===== config.mk =====
export PLATFORM = sky130hd
export DESIGN_NAME = spike_rate_decoder
export DESIGN_NICKNAME = d
export VERILOG_FILES = /design/src/rtl/snn_pkg.sv /design/src/rtl/sat_counter.sv /design/src/rtl/spike_rate_decoder.sv
export SDC_FILE = /design/constraint.sdc
export NUM_CORES = 1
export LEC_CHECK = 0
export ABC_CLOCK_PERIOD_IN_PS = 2800
export CELL_PAD_IN_SITES_DETAIL_PLACEMENT = 0
export CELL_PAD_IN_SITES_GLOBAL_PLACEMENT = 1
export CORE_MARGIN = 2
export CORE_UTILIZATION = 42
export CTS_BUF_LIST = sky130_fd_sc_hd__clkbuf_8 sky130_fd_sc_hd__clkbuf_16
export CTS_CLUSTER_SIZE = 16
export DETAILED_ROUTE_END_ITERATION = 12
export PLACE_DENSITY_LB_ADDON = 0.25
export REMOVE_ABC_BUFFERS = 1
export SETUP_SLACK_MARGIN = 0.05
export SYNTH_ARGS = -nofsm -noshare
export SYNTH_HDL_FRONTEND = slang
export SYNTH_SLANG_ARGS = --single-unit

===== constraint.sdc =====
create_clock -name clk -period 2.8 [get_ports clk]
set_input_delay 0.56 -clock clk [delete_from_list [all_inputs] [get_ports clk]]
set_output_delay 0.56 -clock clk [all_outputs]
set_load 0.01 [all_outputs]

===== src/rtl/snn_pkg.sv =====
`default_nettype none
// ============================================================================
// Module      : snn_pkg
// Description : Shared defaults and FSM state type for the spike-rate decoder.
// Revision    : 1.0 - initial release
// ============================================================================
package snn_pkg;

  localparam int unsigned NUM_CH_DEF = 3;
  localparam int unsigned CNT_W_DEF  = 8;
  localparam int unsigned WIN_W_DEF  = 8;

  typedef enum logic [0:0] {
    IDLE  = 1'b0,
    COUNT = 1'b1
  } state_e;

endpackage
`default_nettype wire


===== src/rtl/sat_counter.sv =====
`default_nettype none
// ============================================================================
// Module      : sat_counter
// Description : Per-channel saturating spike accumulator with sticky sat flag.
// Revision    : 1.0 - initial release
// ============================================================================
module sat_counter
  import snn_pkg::*;
#(
  parameter int unsigned CNT_W = CNT_W_DEF
) (
  input  logic             clk,
  input  logic             reset,
  input  logic             inc,
  input  logic             clr,
  output logic [CNT_W-1:0] count_next,
  output logic             sat_next
);

  localparam logic [CNT_W-1:0] c_CNT_MAX = '1;

  logic [CNT_W-1:0] r_count;
  logic             r_sat;
  logic             w_at_max;

  // Next values include this cycle's spike so the window-closing sample is counted.
  always_comb begin
    w_at_max   = (r_count == c_CNT_MAX);
    count_next = (inc && !w_at_max) ? r_count + 1'b1 : r_count;
    sat_next   = r_sat | (inc & w_at_max);
  end

  always_ff @(posedge clk or posedge reset) begin
    if (reset) begin
      r_count <= '0;
      r_sat   <= 1'b0;
    end else if (clr) begin
      r_count <= '0;
      r_sat   <= 1'b0;
    end else begin
      r_count <= count_next;
      r_sat   <= sat_next;
    end
  end

endmodule
`default_nettype wire


===== src/rtl/spike_rate_decoder.sv =====
`default_nettype none
// ============================================================================
// Module      : spike_rate_decoder
// Description : Counts spikes per channel over a programmable window and
//               presents each completed window through a valid/ready stage.
// Revision    : 1.0 - initial release
// ============================================================================
module spike_rate_decoder
  import snn_pkg::*;
#(
  parameter int unsigned NUM_CH = NUM_CH_DEF,
  parameter int unsigned CNT_W  = CNT_W_DEF,
  parameter int unsigned WIN_W  = WIN_W_DEF
) (
  input  logic                    clk,
  input  logic                    reset,
  input  logic                    enable,
  input  logic [NUM_CH-1:0]       spike_in,
  input  logic [WIN_W-1:0]        window_len,
  output logic [NUM_CH*CNT_W-1:0] count_out,
  output logic [NUM_CH-1:0]       sat_out,
  output logic                    out_valid,
  input  logic                    out_ready,
  output logic                    overrun
);

  localparam logic [WIN_W:0] c_TMR_ONE = {{WIN_W{1'b0}}, 1'b1};
  localparam logic [WIN_W:0] c_TMR_MAX = {1'b1, {WIN_W{1'b0}}};

  state_e                  r_state;
  logic [WIN_W:0]          r_timer;
  logic [NUM_CH*CNT_W-1:0] r_count_out;
  logic [NUM_CH-1:0]       r_sat_out;
  logic                    r_out_valid;
  logic                    r_overrun;

  logic [WIN_W:0]          w_win_load;
  logic [WIN_W:0]          w_remaining;
  logic                    w_done;
  logic [NUM_CH-1:0]       w_inc;
  logic [NUM_CH*CNT_W-1:0] w_cnt_next;
  logic [NUM_CH-1:0]       w_sat_next;

  // Timer holds samples still owed in the current window; IDLE behaves as a fresh load.
  always_comb begin
    w_win_load  = (window_len == '0) ? c_TMR_MAX : {1'b0, window_len};
    w_remaining = (r_state == IDLE) ? w_win_load : r_timer;
    w_done      = enable && (w_remaining == c_TMR_ONE);
    w_inc       = spike_in & {NUM_CH{enable}};
  end

  generate
    for (genvar i = 0; i < NUM_CH; i++) begin : g_ch
      sat_counter #(
        .CNT_W (CNT_W)
      ) u_sat_counter (
        .clk        (clk),
        .reset      (reset),
        .inc        (w_inc[i]),
        .clr        (w_done),
        .count_next (w_cnt_next[i*CNT_W +: CNT_W]),
        .sat_next   (w_sat_next[i])
      );
    end
  endgenerate

  always_ff @(posedge clk or posedge reset) begin
    if (reset) begin
      r_state <= IDLE;
      r_timer <= '0;
    end else if (enable) begin
      r_state <= COUNT;
      r_timer <= w_done ? w_win_load : w_remaining - c_TMR_ONE;
    end
  end

  always_ff @(posedge clk or posedge reset) begin
    if (reset) begin
      r_count_out <= '0;
      r_sat_out   <= '0;
      r_out_valid <= 1'b0;
      r_overrun   <= 1'b0;
    end else if (w_done) begin
      r_count_out <= w_cnt_next;
      r_sat_out   <= w_sat_next;
      r_out_valid <= 1'b1;
      if (r_out_valid && !out_ready) begin
        r_overrun <= 1'b1;
      end
    end else if (r_out_valid && out_ready) begin
      r_out_valid <= 1'b0;
    end
  end

  assign count_out = r_count_out;
  assign sat_out   = r_sat_out;
  assign out_valid = r_out_valid;
  assign overrun   = r_overrun;

endmodule
`default_nettype wire

Yosys cells after proc, flatten, opt, wreduce, memory -nomap -nowiden
Index checks and enable logic that the tools add are counted. Widths: inputs -> output; s select.

Bits in read-only memories: 0. Memories: 0. Bits of input ports: 15. Latch bits: 0. Register bits: 66. Memory bits (writable): 0. Logic and storage cells: 54. Output and inout port bits: 29.

Div/mod/pow operators: 0. Bitwise operators: 7. $mul: 0. Reduce and logical (&&, ||, !) cells: 13. Equal/unequal tests: 4. Order comparisons: 0. Add/sub/neg operators: 4. Shift-type cells: 0. Muxes and demuxes: 14.

Operators by type and width (number): $mux 8 (6); $mux 9 (3); $add 8x1->8 const B (3); $eq 8x8->1 const B (3); $eq 9x1->1 const B (1); $sub 9x1->9 const B (1); $logic_not 8->1 (1); $logic_and 1x1->1 (6); $mux 1 (5); $logic_not 1->1 (4); $and 1x1->1 (3); $and 3x3->3 (1); $or 1x1->1 (3); $reduce_and 2->1 (1); $reduce_bool 2->1 (1).

Depth between registers and ports, before layout
Depth after elaboration: 6. Mapped depth: 13. Gate-level depth less buffers: 9.

Cells and area by module
From an unflattened synthesis, not the netlist that was laid out.

Cells, all modules: 409. Area, all modules: 3925.0 um^2.

Modules (own cells, without submodules): spike_rate_decoder (area each 2016.9 um^2, times used 1, cells an instance 229, seq. area each 975.9 um^2); sat_counter (g_ch[0].u_sat_counter ...) (area each 658.1 um^2, times used 2, cells an instance 61, seq. area each 225.2 um^2); sat_counter (g_ch[1].u_sat_counter) (area each 591.8 um^2, times used 1, cells an instance 58, seq. area each 225.2 um^2).

Least setup slack after synthesis
No wires, ideal clock.

Path type: register to register. Start: reg r_state. End: reg r_count_out[14], in the netlist count_out[14]. Setup time: 125 ps. Period minus slack after synthesis: 2574 ps. Path buffers: 4. Setup slack: 226 ps. Cell stages (with the launch flop): 10. Required time: 2675 ps. Arrival time: 2449 ps. Path through: dfrtp_1 -> buf_6 -> clkbuf_1 -> clkbuf_1 -> mux2i_1 -> ha_1 -> o211a_1 -> and4b_1 -> buf_6 -> mux2_2.

Longest elaborated chain between the ends: 3.

RTL lines: start: declaration (line spike_rate_decoder.sv:30) `state_e r_state;`; start signal: assignment (line spike_rate_decoder.sv:69) `r_state <= IDLE;`; start signal: assignment (line spike_rate_decoder.sv:72) `r_state <= COUNT;`; $mux 9 (line spike_rate_decoder.sv:47) `w_remaining = (r_state == IDLE) ? w_win_load : r_timer;`; $eq 9x1->1 (line spike_rate_decoder.sv:48) `w_done = enable && (w_remaining == c_TMR_ONE);`; $logic_and 1x1->1 (line spike_rate_decoder.sv:48); end signal: assignment (line spike_rate_decoder.sv:84) `r_count_out <= w_cnt_next;`; end: declaration (line spike_rate_decoder.sv:32) `logic [NUM_CH*CNT_W-1:0] r_count_out;`.

No other way between the ends. A chain may end at the register's enable or synchronous reset.

Worst setup path in the final report
Start: reg r_state. End: reg r_count_out[22], in the netlist count_out[22].

The elaborated chain is that of the path after synthesis.

==> out/qor.yml <==
status: "completed"
cp.depth: 9
r2r-start: "r_state"
p_switching_mw: 1.02
instances_no_fill: 512
synth_edf_count: 0
hold_slack_ns: 0.478
first_iter_violations: 85
synth_xor_area_frac: 0.0418
grt_overflow: 0
leakage_nw: 1.88
path_class: "reg2reg"
timing.fmax_mhz: 429
port_buffers: 43
htreeDepth: 3
synth_area_leaders: "dfrtp_1, nand2_1, nor2_1"
cts_hold_buf: 0
die_area_um2: 8720
finalPower_mw: 2.92
mostFrequentLayoutCell: "dfrtp_1"
timing.final.hold_violations: 0
synthSimpleGateAreaFrac: 0.217
num_vias: 2697
track_usage: 0.186
clock_skew_ns: 0.0138
peakVddDrop_v: 0.000352
post_cts_buffers: 0
nets: 425
synth_compound_area_frac: 0.150
yosys.area.top_type_share: 0.492
synth_top_family_by_area: "simple AND/OR/NAND/NOR gates"
avgSynthCellArea_um2: 9.58
hold_path_class: "reg2reg"
critPathCapture: "count_out[22]"
max_stage_delay_ns: 0.43
critical_path.startpoint: "r_state"
period_needed_ns: 2.33
drive_above_1_share: 0.115
wl_per_cell_um: 14.1
ff2ff_path_depth: 9
slew_viol_final: 0
ys_warn_count: 0
detail_route.wirelength_um: 7210
grt_pass1_wl_um: 12800
crit_chain: "inv_1, nand2_1, and2_1, inv_1, ha_1, o211a_1, and4b_1, buf_12, mux2_2"
core-area_um2: 7730
synth_top_cell_by_area: "dfrtp_1"
ant_nets: 0
reg2reg_slack_ns: 0.47
firstDrtPassIters: 4
grt_max_degree: 34
rsz0062_at_grt: "false"
antenna_found_initial: 0
syn_inst: 350
p_clk_frac: 0.241
setup_violations: 0
tritoncts: "built"
power_density_nw_per_um2: 702
syn_to_final_growth_pct: 23.9
ctsLongestPathBuffers: 2
root_buffer: "clkbuf_8"
dp.cells: 496
cts_sinks: 66
period_share: 0.832
io_pins: 44
via_per_inst: 5.27
worst_slew_pin_slew_ns: 0.666
cp-start-kind: "flip-flop"
post-route-drc-count: 0
multi_input_area_um2: 1580
p_comb_frac: 0.274
crit_family: "simple AND/OR/NAND/NOR gates"
start_util: 0.434
ys_ff_latch: 66
syn_area_um2: 3350
seq_power_share: 0.485
p_int_mw: 1.90
critical-path-slowest-cell: "dfrtp_1"
crit_buf_inv: 3
mostFrequentLayoutCells: "dfrtp_1, nand2_1, nor2_1, clkdlybuf4s50_1, o21ai_0"
gp_congestion: 0.849
endpoint_kind: "flip-flop"
swShare: 0.350
ys_types: 55
num-fill-cells: 715
rr_endpoint: "count_out[22]"
ys_seq_area_frac: 0.492
numCtsBuffers: 9
relSlewSlack: 0.555
cts_resized: 0
cp_data_required_time_ns: 3.03
crit_arrival_ns: 2.56
path_clk_slew_ns: 0.08
cpMostUsedCell: "inv_1"
num_antenna_cells: 0
synthAdderAreaFrac: 0.0186
std_cell_rows: 32
clk_latency_ns: 0.35
die_h_um: 93.4
grt_pass1_vias: 2699
synth-main-ff-cell: "dfrtp_1"
cp_max_fo: 24
setup_tns_ns: 0
synth.area.mux_share: 0.0429
die_w_um: 93.4
postSynth.asyncResetShare: 1.00
regArea_um2: 1650
cap_violations: 0
dp_hpwl_um: 5090
-- cells in the mapped netlist, types with 4 or more instances --
cell type / count
a21o_1: 5
a21oi_1: 6
a31oi_1: 7
and2_1: 6
and3_1: 4
buf_2: 5
clkbuf_1: 6
dfrtp_1: 66
ha_1: 5
inv_1: 9
mux2i_1: 11
nand2_1: 46
nand3_1: 13
nand4_1: 5
nor2_1: 45
nor3_1: 8
o211ai_1: 6
o21ai_0: 26
o21ai_1: 6
xnor2_1: 9
xor2_1: 7
-- routing by layer --
layer	global-route usage	vias to the layer above	wire, µm
li1	-	1348	-
met1	0.262	1295	3590
met2	0.280	48	3270
met3	0.0346	6	259
met4	0.0809	0	93
met5	0	-	0
-- state kept, by name, summed over array words and instances, names as in the netlist --
signal                      flops
count_out                      24
g_ch.u_sat_counter.r_count     24
g_ch.u_sat_counter.r_sat        3
out_valid                       1
overrun                         1
r_state                         1
r_timer                         9
sat_out                         3
-- cell families (layout without fill, tap and decap cells) --
logic type | after synthesis | after routing
AOI/OAI and AO/OA | 76 | 76
xor gates and xnor gates | 16 | 16
adders and majority gates | 5 | 5
buffers and inverters | 25 | 85
DFF | 66 | 66
muxes | 14 | 14
and+or+nand+nor | 148 | 148
-- per-stage QoR --
stage	setup slack (ns)	area, µm²	utilization
3_3_place_gp	0.167	3990	0.516
5_1_grt	0.312	4160	0.538
2_1_floorplan	-0.0498	3270	-
6_report	0.470	4160	0.538
4_1_cts	0.433	4160	0.538
3_5_place_dp	0.129	3990	0.516
-- final cells by class --
| type | instances | area share |
|---|---|---|
| sequential | 66 | 0.397 |
| multi-input combinational | 259 | 0.380 |
| timing repair buffer | 60 | 0.143 |
| tap | 102 | 0.0307 |
| clock buffer | 9 | 0.0298 |
| clock inverter | 7 | 0.0105 |
| inverter | 9 | 0.00813 |
-- worst min path at each step --
stage,cells past startpoint,startpoint,slack (ns),endpoint
after global routing,1,count_out[7],0.50,count_out[7]
final,1,count_out[7],0.48,count_out[7]
after floorplan,2,g_ch[1].u_sat_counter.r_sat,0.45,g_ch[1].u_sat_counter.r_sat
after global placement,1,overrun,0.45,overrun
after detailed placement,1,count_out[7],0.47,count_out[7]
after CTS,1,count_out[7],0.48,count_out[7]
-- power groups by stage --
stage / clock, mW / combinational [mW] / sequential [mW]
after floorplan: 0 / 0.517 / 1.40
after global placement: 0 / 0.785 / 1.42
after detailed placement: 0 / 0.810 / 1.43
after CTS: 0.730 / 0.811 / 1.41
after global routing: 0.768 / 0.922 / 1.45
final: 0.703 / 0.799 / 1.41
Note: power is estimated with default switching activity, not from simulation.
==> variant 1, RTL diff (config.mk and constraints unchanged) <==
Change the package constant `NUM_CH_DEF` from 3 to 5.
--- a/src/rtl/snn_pkg.sv
+++ b/src/rtl/snn_pkg.sv
@@ -6,7 +6,7 @@
 // ============================================================================
 package snn_pkg;
 
-  localparam int unsigned NUM_CH_DEF = 3;
+  localparam int unsigned NUM_CH_DEF = 5;
   localparam int unsigned CNT_W_DEF  = 8;
   localparam int unsigned WIN_W_DEF  = 8;
 
Interface: changed (resized count_out, sat_out and spike_in); port bits go from 44 to 64. No check against the original RTL was run, so the function may have changed too.
==> variant 1 against the unedited design <==
Power grew 37%; design area rose by 46%; combinational power is 2.5% lower; routed wire length increased by 46%; hold slack is essentially flat; synthesized area increased by 42%; utilization is 1.7 points higher; final cell count grew 41%; clock power is 76% higher; setup slack got worse by 0.22 ns; sequential cell count increased by 36; critical path type unchanged; largest cell class unchanged.
==> variant 1: results (changes against the unedited design) <==
metric	value	unit	change
status	completed		
Reg clk slew, reported paths	0.06	ns	-0.02 ns
number of DRC markers in iteration 0	190		+120%
vias in the first global route	3763		+39%
Logic power comb	0.779	mW	-2.5%
vias per cell	5.20		-1.2%
first-pass GRT wire length	18.1	mm	+41%
GR Util met3	3.90	%	+0.43 points
post-synthesis sequential area ratio	53.6	%	+4.3 points
Synth Area in Adders	1.84	%	-0.027 points
XOR/XNOR share of the synthesized area	6.07	%	+1.9 points
M1 GR Usage	24.4	%	-1.8 points
largest net degree at the start of global routing	39		+15%
Max VDD drop	0.380	mV	+8.0%
Compound-Gate Fraction of Synth Area	12.7	%	-2.3 points
share of the synthesized area in the top cell type	53.6	%	+4.3 points
top cells by area, synth	dfrtp_1, o21ai_0, nand2_1		
routed length on met1	5.12	mm	+43%
worst slew pin tran	0.466	ns	-0.200 ns
PortBufs	63		+47%
clk_lat worst skew	0.33	ns	-0.02 ns
final wirelength	10.5	mm	+46%
CP max stage delay	0.61	ns	+0.18 ns
Critical Path AT	2.76	ns	+0.20 ns
layout cells sized above 1	9.78	%	-1.7 points
Routed met3 length	424	um	+64%
mux cell area share after synthesis	2.31	%	-2.0 points
routing usage on met2	29.1	%	+1.1 points
fillers	1000		+40%
DR WL met2	4.91	mm	+50%
DPL Wire Length	7.66	mm	+50%
commonest cells in the netlist	dfrtp_1, nand2_1, nor2_1		
dpl ws	-0.0134	ns	-0.142 ns
[variant 1: cell count changes after synthesis, moves of 5 or more]
cell / delta
clkbuf_1: +6
dfrtp_1: +36
nand2_1: +26
nand3_1: +5
nor2_1: +18
nor4_1: +7
o21ai_0: +29
o21ai_1: -5
xnor2_1: +9
xor2_1: +8
[variant 1: cell type report]
cell class	count	share of cell area, %
Tap cell	140	2.89
Inverter	14	0.907
Clock buffer	10	3.94
Timing Repair Buffer	97	15.4
Clock inverter	6	1.01
Multi-Input combinational cell	354	33.8
Sequential cell	102	42.1
[variant 1: worst max-delay path: cells and delay by family, from the launching register on]
kind | cells | cell delay (ns)
buf+inv | 4 | 0.92
compound gates | 1 | 0.15
simple gates | 3 | 0.74
flops | 1 | 0.61
[variant 1: path summary, 6_finish.rpt]
path | startpoint | endpoint | slack [ns] | cells past startpoint
worst max-delay path | r_state$_DFFE_PP0P_ | g_ch[3].u_sat_counter.r_count[0]$_DFF_PP0_ | 0.25 | 8
worst min-delay path | overrun$_DFFE_PP0P_ | overrun$_DFFE_PP0P_ | 0.48 | 1
worst max register to register | r_state$_DFFE_PP0P_ | g_ch[3].u_sat_counter.r_count[0]$_DFF_PP0_ | 0.25 | 8
worst min register to register | overrun$_DFFE_PP0P_ | overrun$_DFFE_PP0P_ | 0.48 | 1
max in group asynchronous | reset | r_timer[3]$_DFFE_PP0P_ | 1.65 | 3
min in group asynchronous | reset | count_out[6]$_DFFE_PP0N_ | 0.60 | 2
[variant 1: stage by stage]
stage                     cells  power, mW  cell area [um^2]
after floorplan             470       2.50              4650
after detailed placement    707       2.78              5770
after global routing        723       4.25              6070
final                       723       3.99              6070
after global placement      707       2.74              5770
after CTS                   723       4.03              6070
==> variant 2, RTL diff (same settings) <==
Made on the original files. Register the output `overrun` once more; this adds one clock of latency there. The other outputs are not delayed to match.
--- a/src/rtl/spike_rate_decoder.sv
+++ b/src/rtl/spike_rate_decoder.sv
@@ -95,7 +95,9 @@
   assign count_out = r_count_out;
   assign sat_out   = r_sat_out;
   assign out_valid = r_out_valid;
-  assign overrun   = r_overrun;
+  always_ff @(posedge clk) begin
+    overrun <= r_overrun;
+  end
 
 endmodule
 `default_nettype wire
Formal check against the unedited RTL: not equivalent (Yosys sat finds a counterexample within 4 cycles, from zero or initial values and one cycle with reset high).
==> variant 2 against the unedited design <==
Sequential share of layout area grew 0.12 points; synthesized area rose by 0.60%; design area grew 0.90%; power rose by 3.8%; routed wire length increased by 1.6%; critical path type unchanged; combinational power up 0.5%; largest cell class unchanged; sequential cell count grew 1; setup slack lost 0.078 ns.
==> variant 2: results (changes against the unedited design) <==
metric	value	unit	change
status	completed		
placed inst area	4000	um^2	+0.25%
Critical Path AT	2.64	ns	+0.08 ns
P_sw	1.00	mW	-1.9%
Max VDD drop	0.445	mV	+26%
Routed met3 length	232	um	-10%
Post-synth ARST share	98.5	%	-1.5 points
mux cell area share after synthesis	4.26	%	-0.025 points
Leak	1.89	nW	+0.71%
vias in the first global route	2620		-2.9%
max_slew headroom	61.1	%	+5.6 points
largest net degree at the start of global routing	33		-2.9%
Compound-Gate Fraction of Synth Area	14.9	%	-0.089 points
R2R cell count	6		-3
top cells by area, synth	dfrtp_1, nand2_1, nor2_1		
first-pass GRT wire length	12.5	mm	-2.4%
end of the critical path	count_out[14]$_DFFE_PP0N_		
fillers	725		+1.4%
DPL Wire Length	5.05	mm	-0.77%
CP max stage delay	0.45	ns	+0.02 ns
layout cells sized above 1	10.3	%	-1.2 points
flop2flop setup slack	0.39	ns	-0.08 ns
min-delay src	r_overrun$_DFFE_PP0P_		
post-synthesis sequential area ratio	49.5	%	+0.30 points
Max stage delay cell, worst path	nor3b_1		
routed length on met1	3.68	mm	+2.5%
Final GP Congestion	0.857		+0.97%
worst-path fanout max	28		+17%
DR WL met2	3.32	mm	+1.5%
DR vias	2655		-1.6%
Endpoint, Worst Hold	overrun$_DFF_P_		
number of DRC markers in iteration 0	134		+58%
Hold Crit Depth	0		-1
final wirelength	7.32	mm	+1.6%
GRT Total Usage	18.2	%	-0.35 points
Logic pwr share	26.5	%	-0.9 points
==> variant 2: cells by family (layout without fill, tap and decap cells) <==
logic type               Yosys count  in the layout
AO/OA/AOI/OAI                     76             76
XOR/XNOR                          16             16
adder cells (fa/ha/maj)            5              5
buffers and inverters             25             82
flip-flops                        67             67
multiplexers                      14             14
AND/OR/NAND/NOR                  148            148
==> variant 2: layout make-up <==
cell class | instances | share of cell area (%)
repair buffers | 57 | 14.0
well taps | 102 | 3.04
clock buffers | 10 | 3.28
flip-flops and latches | 67 | 39.9
inverters | 9 | 0.805
clock inverters | 6 | 1.37
multi-input cells | 259 | 37.7
==> variant 2: routing by layer <==
layer  vias up  GRT usage, %
met5         -             0
met4         0          6.52
met1      1244          26.8
met3        11          2.98
li1       1347             -
met2        53          27.2
==> variant 2: metrics by stage <==
stage               utilization (%)  power [mW]  std cells
finish                         54.0        3.03        510
global route                   54.0        3.25        510
CTS                            54.0        3.06        510
detailed placement             51.5        2.25        494
global placement               51.5        2.22        494
floorplan                         -        1.93        335
